$ cat config.mk
export PLATFORM = sky130hd
export DESIGN_NAME = core_ex_wb_reg
export DESIGN_NICKNAME = d
export VERILOG_FILES = /design/src/rtl/core_ex_wb_reg.sv
export SDC_FILE = /design/constraint.sdc
export NUM_CORES = 1
export LEC_CHECK = 0
export ABC_AREA = 0
export BUFFER_PORTS_ARGS = -buffer_cell sky130_fd_sc_hd__buf_4
export CORE_ASPECT_RATIO = 0.75
export CORE_MARGIN = 1
export CORE_UTILIZATION = 50
export CTS_CLUSTER_SIZE = 40
export DETAILED_ROUTE_END_ITERATION = 10
export PLACE_DENSITY = 0.76
export SYNTH_ARGS = -nofsm -noshare
export SYNTH_HDL_FRONTEND = slang
export SYNTH_SLANG_ARGS = --single-unit
$ cat constraint.sdc
create_clock -name clk -period 3.8 [get_ports clk]
set_input_delay 0.38 -clock clk [delete_from_list [all_inputs] [get_ports clk]]
set_output_delay 0.38 -clock clk [all_outputs]
set_load 0.01 [all_outputs]
$ cat src/rtl/core_ex_wb_reg.sv
// Execute-to-writeback boundary: two-entry skid buffer plus architectural flags (cf/of/zf).
// Latency: an accepted entry appears on wb_* one cycle later when the buffer holds no older entry.
// Backpressure: wb_stall parks entries in OUT/SKID; ex_ready drops only when both are occupied.
// Optional operand forwarding from the held entries is built when I2D_EX_WB_FWD_EN is defined.

package core_ex_wb_pkg;
    typedef struct packed {
        logic cf;
        logic of;
        logic zf;
    } flag_t;
endpackage

module core_ex_wb_reg
    import core_ex_wb_pkg::*;
#(
    parameter int REG_ADDR_W = 4,
    parameter int DATA_W     = 32
) (
    input  logic                  clk,
    input  logic                  rst,
    input  logic                  ex_valid,
    output logic                  ex_ready,
    input  logic [REG_ADDR_W-1:0] ex_rd,
    input  logic                  ex_wr_en,
    input  logic                  ex_flag_en,
    input  logic [DATA_W-1:0]     ex_result,
    input  flag_t                 ex_flag,
    input  logic                  flush,
    output logic                  wb_valid,
    input  logic                  wb_stall,
    output logic [REG_ADDR_W-1:0] wb_rd,
    output logic                  wb_wr_en,
    output logic [DATA_W-1:0]     wb_result,
`ifdef I2D_EX_WB_FWD_EN
    input  logic [REG_ADDR_W-1:0] fwd_rs_a,
    input  logic [REG_ADDR_W-1:0] fwd_rs_b,
    output logic                  fwd_a_hit,
    output logic [DATA_W-1:0]     fwd_a_data,
    output logic                  fwd_b_hit,
    output logic [DATA_W-1:0]     fwd_b_data,
`endif
    output flag_t                 flag_q
);

    typedef struct packed {
        logic [REG_ADDR_W-1:0] rd;
        logic                  wr_en;
        logic [DATA_W-1:0]     result;
    } entry_t;

    typedef enum logic [1:0] {
        EMPTY = 2'd0,
        ONE   = 2'd1,
        FULL  = 2'd2
    } state_t;

    state_t state_q, state_d;
    entry_t out_q, skid_q, in_entry;
    logic   accept, consume;
    logic   load_out_in, load_out_skid, load_skid;

    // Ready comes from registered state only, so wb_stall never reaches ex_ready combinationally.
    assign ex_ready = (state_q != FULL);
    assign wb_valid = (state_q != EMPTY);
    assign accept   = ex_valid & ex_ready & ~flush;
    assign consume  = wb_valid & ~wb_stall;

    assign in_entry  = '{rd: ex_rd, wr_en: ex_wr_en, result: ex_result};
    assign wb_rd     = out_q.rd;
    assign wb_wr_en  = out_q.wr_en;
    assign wb_result = out_q.result;

    // Next-state and entry-load decode; flush empties the stage regardless of traffic.
    always_comb begin
        state_d       = state_q;
        load_out_in   = 1'b0;
        load_out_skid = 1'b0;
        load_skid     = 1'b0;
        case (state_q)
            EMPTY: begin
                if (accept) begin
                    load_out_in = 1'b1;
                    state_d     = ONE;
                end
            end
            ONE: begin
                if (accept && consume) begin
                    load_out_in = 1'b1;
                end else if (accept) begin
                    load_skid = 1'b1;
                    state_d   = FULL;
                end else if (consume) begin
                    state_d = EMPTY;
                end
            end
            FULL: begin
                if (consume) begin
                    load_out_skid = 1'b1;
                    state_d       = ONE;
                end
            end
            default: state_d = EMPTY;
        endcase
        if (flush) begin
            state_d       = EMPTY;
            load_out_skid = 1'b0;
        end
    end

    // State and entry registers; OUT always holds the older entry, SKID the newer one.
    always_ff @(posedge clk) begin
        if (rst) begin
            state_q <= EMPTY;
            out_q   <= '0;
            skid_q  <= '0;
        end else begin
            state_q <= state_d;
            if (load_out_in) begin
                out_q <= in_entry;
            end else if (load_out_skid) begin
                out_q <= skid_q;
            end
            if (load_skid) begin
                skid_q <= in_entry;
            end
        end
    end

    // Flags commit at accept time so the very next instruction sees them, independent of wb_stall.
    always_ff @(posedge clk) begin
        if (rst) begin
            flag_q <= '0;
        end else if (accept && ex_flag_en) begin
            flag_q <= ex_flag;
        end
    end

`ifdef I2D_EX_WB_FWD_EN
    // Forward from held entries, newer SKID first; misses return zero data.
    always_comb begin
        fwd_a_hit  = 1'b0;
        fwd_a_data = '0;
        fwd_b_hit  = 1'b0;
        fwd_b_data = '0;
        if (state_q == FULL && skid_q.wr_en && skid_q.rd == fwd_rs_a) begin
            fwd_a_hit  = 1'b1;
            fwd_a_data = skid_q.result;
        end else if (state_q != EMPTY && out_q.wr_en && out_q.rd == fwd_rs_a) begin
            fwd_a_hit  = 1'b1;
            fwd_a_data = out_q.result;
        end
        if (state_q == FULL && skid_q.wr_en && skid_q.rd == fwd_rs_b) begin
            fwd_b_hit  = 1'b1;
            fwd_b_data = skid_q.result;
        end else if (state_q != EMPTY && out_q.wr_en && out_q.rd == fwd_rs_b) begin
            fwd_b_hit  = 1'b1;
            fwd_b_data = out_q.result;
        end
    end
`endif

endmodule

==> impl_summary.log <==
[metrics] outcome: complete, but fails checks
[metrics] failing checks: design-rule violations
[metrics] Distinct cells, synth: 28
[metrics] final WL: 8.77 mm
[metrics] CP Data Arrival Time: 2.46 ns
[metrics] total leakage power: 1.53 nW
[metrics] Critical Path RT: slightly above 4 ns
[metrics] Crit. End Element: register
[metrics] TritonCTS Buffers: 9
[metrics] post-place instance area: 0.00402 mm²
[metrics] first-pass GRT wire length: 14.0 mm
[metrics] total negative slack: 0 ns
[metrics] final-report hold violation count: 0
[metrics] CP max FO: 38
[metrics] Post-CTS Setup Inserts: 0
[metrics] share of final-layout standard cells stronger than drive strength 1: 26.5%
[metrics] total die area: 0.00726 mm²
[metrics] achievable clock frequency: 0.451 GHz
[metrics] path type of the worst setup path: reg -> reg
[metrics] worst setup margin: 1.58 ns
[metrics] mean number of vias per cell: 5.91
[metrics] net count of the mapped netlist: 461
[metrics] count of cells along the worst register-to-register path: 4
[metrics] RSZ-0062 raised after global routing: no
[metrics] top-count cell post-synth: dfxtp_1
[metrics] initial standard-cell utilization of the core: 53.2%
[metrics] post-route standard cell area excluding fillers: 0.00426 mm²
[metrics] utilization of the core after routing: between 60% and 70%
[metrics] post-CTS clock slew at the launch and capture registers of the worst setup and hold paths: 0.08 ns
[metrics] proportion of synthesized chip area in sequential cells: 45.7%
[metrics] Worst Clk Skew: 0.00617 ns
[metrics] count of max-cap constraint violations: 0
[metrics] Pwr Density: approximately 430 mW/mm²
[metrics] I/O pin cnt: 88
[metrics] area added between synthesis and finish: 23.1%
[metrics] Synth area leader: dfxtp_1
[metrics] first-pass detailed-route iteration total: 8
[metrics] root buffer selected by CTS: clkbuf_8
[metrics] dominant combinational cell family by area after synthesis: compound AO/OA/AOI/OAI gates
[metrics] simple-gate area share of the yosys netlist: 23.2%
[metrics] actual slew at the worst max-slew pin: 0.902 ns
[metrics] via count of the routed design: roughly 3300
[metrics] total global routing track utilization: 24.5%
[metrics] multiplexer share of the synthesized area: 0%
[metrics] net count reported at finish: 520
[metrics] Hold Path Stages: 3
[metrics] Antenna Violating Nets Remaining: 0
[metrics] Top FF cell, synth: dfxtp_1
[metrics] Core Box Area: 0.00651 mm²
[metrics] routability congestion estimate: 0.823
[metrics] number of flip-flops and latches in the synthesized netlist: 79
[metrics] number of pins exceeding their max-slew limit in the final report: 0
[metrics] total number of H-tree levels: 3
[metrics] clock period minus final worst setup slack: 2.22 ns
[metrics] Worst Setup Start Kind: register
[metrics] Post-CTS Resized: 0
[metrics] synthesized cell area: 0.00346 mm²
[metrics] leading cell types by total area after synthesis: dfxtp_1, nand2_1, a21oi_1, a311oi_1, nand3_1
[metrics] top cells by instance count after synthesis: dfxtp_1, nand2_1, a21oi_1
[metrics] number of antenna violations at the first check in global routing: 0
[metrics] 1st-iter DRT viols: about 290
[metrics] via count of the first global-routing pass: 2914
[metrics] remaining max-slew budget at the tightest pin: around two fifths
[metrics] Vert. Die Dim: ~74 µm
[metrics] Die Wd: around 100 µm
[metrics] Async SR Flop Fraction: 0%
[metrics] Antenna Diode Count: 0
[metrics] hold_buf cts: 0
[metrics] Syn. warnings: 0
[metrics] Clock Sinks: slightly below 80
[metrics] standard-cell row count: 25
[metrics] xor/xnor cell area share of the yosys netlist: 0%
[metrics] hpwl dp: 5.10 mm
[metrics] adder-cell area share of the yosys netlist: 0%
[metrics] synthesized area per cell: 8.34 µm²
[metrics] Avg WL per Cell: 15.7 µm
[metrics] later-pin clock latency in the skew report: 0.35 ns
[metrics] Syn Inst Count: 415
[metrics] clock tree from TritonCTS: done
[metrics] area of the multi-input gates: 0.00164 mm²
[metrics] count of port buffers added during placement: a little under 90
[metrics] pin count of the biggest net entering global routing: 79
[metrics] portion of synthesized cell area occupied by the leading cell type: 45.7%
[metrics] Setup WS pre-CTS: approximately 1.5 ns
[metrics] drt drc: 7
[metrics] FILL cells: approximately 550
[metrics] final cycle utilization of the critical path: between 50% and 60%
[metrics] Seq. cell area: roughly 0.0016 mm²
[metrics] setup violation total in the final timing report: 0
[metrics] share of the synthesized area in compound gates (AO/OA/AOI/OAI): 23.9%
[metrics] Peak supply drop: 0.000245 V
[metrics] grt ovf: 0
[metrics] total power consumption of the routed design: 0.00184 W
[metrics] Longest Clk Path Bufs: 2
[metrics] Post-synth EDFFs: 0
[metrics] worst hold path type: in -> reg
state kept, by name, indices dropped and copies added (netlist names):
signal     count
flag_q         3
skid_q        37
state_q        2
wb_rd          4
wb_result     32
wb_wr_en       1
layer usage:
layer	track usage, %	wire length [µm]	vias up
met2	37.8	3990	128
li1	-	-	1613
met5	0	0	-
met3	7.33	619	12
met1	32.9	4040	1555
met4	9.43	124	0
worst paths after layout:
| check | startpoint | end | slack (ns) |
|---|---|---|---|
| max reg2reg | state_q[1] | wb_result[14] | 1.58 |
| max | state_q[1] | wb_result[14] | 1.58 |
| min | ex_flag[1] | flag_q[1] | 0.29 |
| min reg2reg | skid_q[5] | skid_q[5] | 0.48 |
power by group:
group	internal (W)	switching, W
Clock	0.000438	0.000298
Sequential	0.000860	0.0000198
Combinational	0.000101	0.000119
cells in the final DEF (no fill, tap or decap):
cell / n
a311oi_1: 24
or2_2: 1
nand2b_1: 2
or2b_1: 1
bufinv_16: 3
or4b_1: 1
nand2_2: 1
a21oi_1: 43
clkinvlp_4: 1
nor4b_4: 1
o21ai_0: 40
clkinv_4: 1
dfxtp_1: 79
and2_2: 1
nand3b_1: 3
o21a_1: 1
clkbuf_8: 9
nor3_1: 37
a311oi_2: 13
and2b_2: 1
nor3b_2: 1
buf_4: 93
and3b_1: 1
nand2_1: 76
inv_1: 1
nand3_1: 40
nor2_1: 1
or3b_2: 1
clkbuf_1: 2
kinds of logic (layout without fill, tap and decap cells):
kind of cell	Yosys count	after routing
and+or+nand+nor	169	169
AOI/OAI and AO/OA	121	121
DFF	79	79
buffers and inverters	46	110
cell type report:
cell class | instances | area share [%]
inverter | 1 | 0.0881
sequential | 79 | 37.1
clock inverter | 5 | 2.50
timing repair buffer | 93 | 16.4
clock buffer | 11 | 3.08
multi-input combinational | 290 | 38.4
tap | 81 | 2.38
worst max-delay path, stage by stage (launching register included):
cell	delay, ns
dfxtp_1	0.40
nor3b_2	0.20
buf_4	0.41
nand2_2	0.63
a311oi_1	0.46
through the flow:
step | hold slack (ns) | instances
after floorplan | 0.454 | 415
final | 0.293 | 560
after CTS | 0.274 | 560
after detailed placement | 0.467 | 544
after global placement | 0.460 | 544
after global routing | 0.265 | 560
No activity file was read; power rests on OpenSTA's default activity.
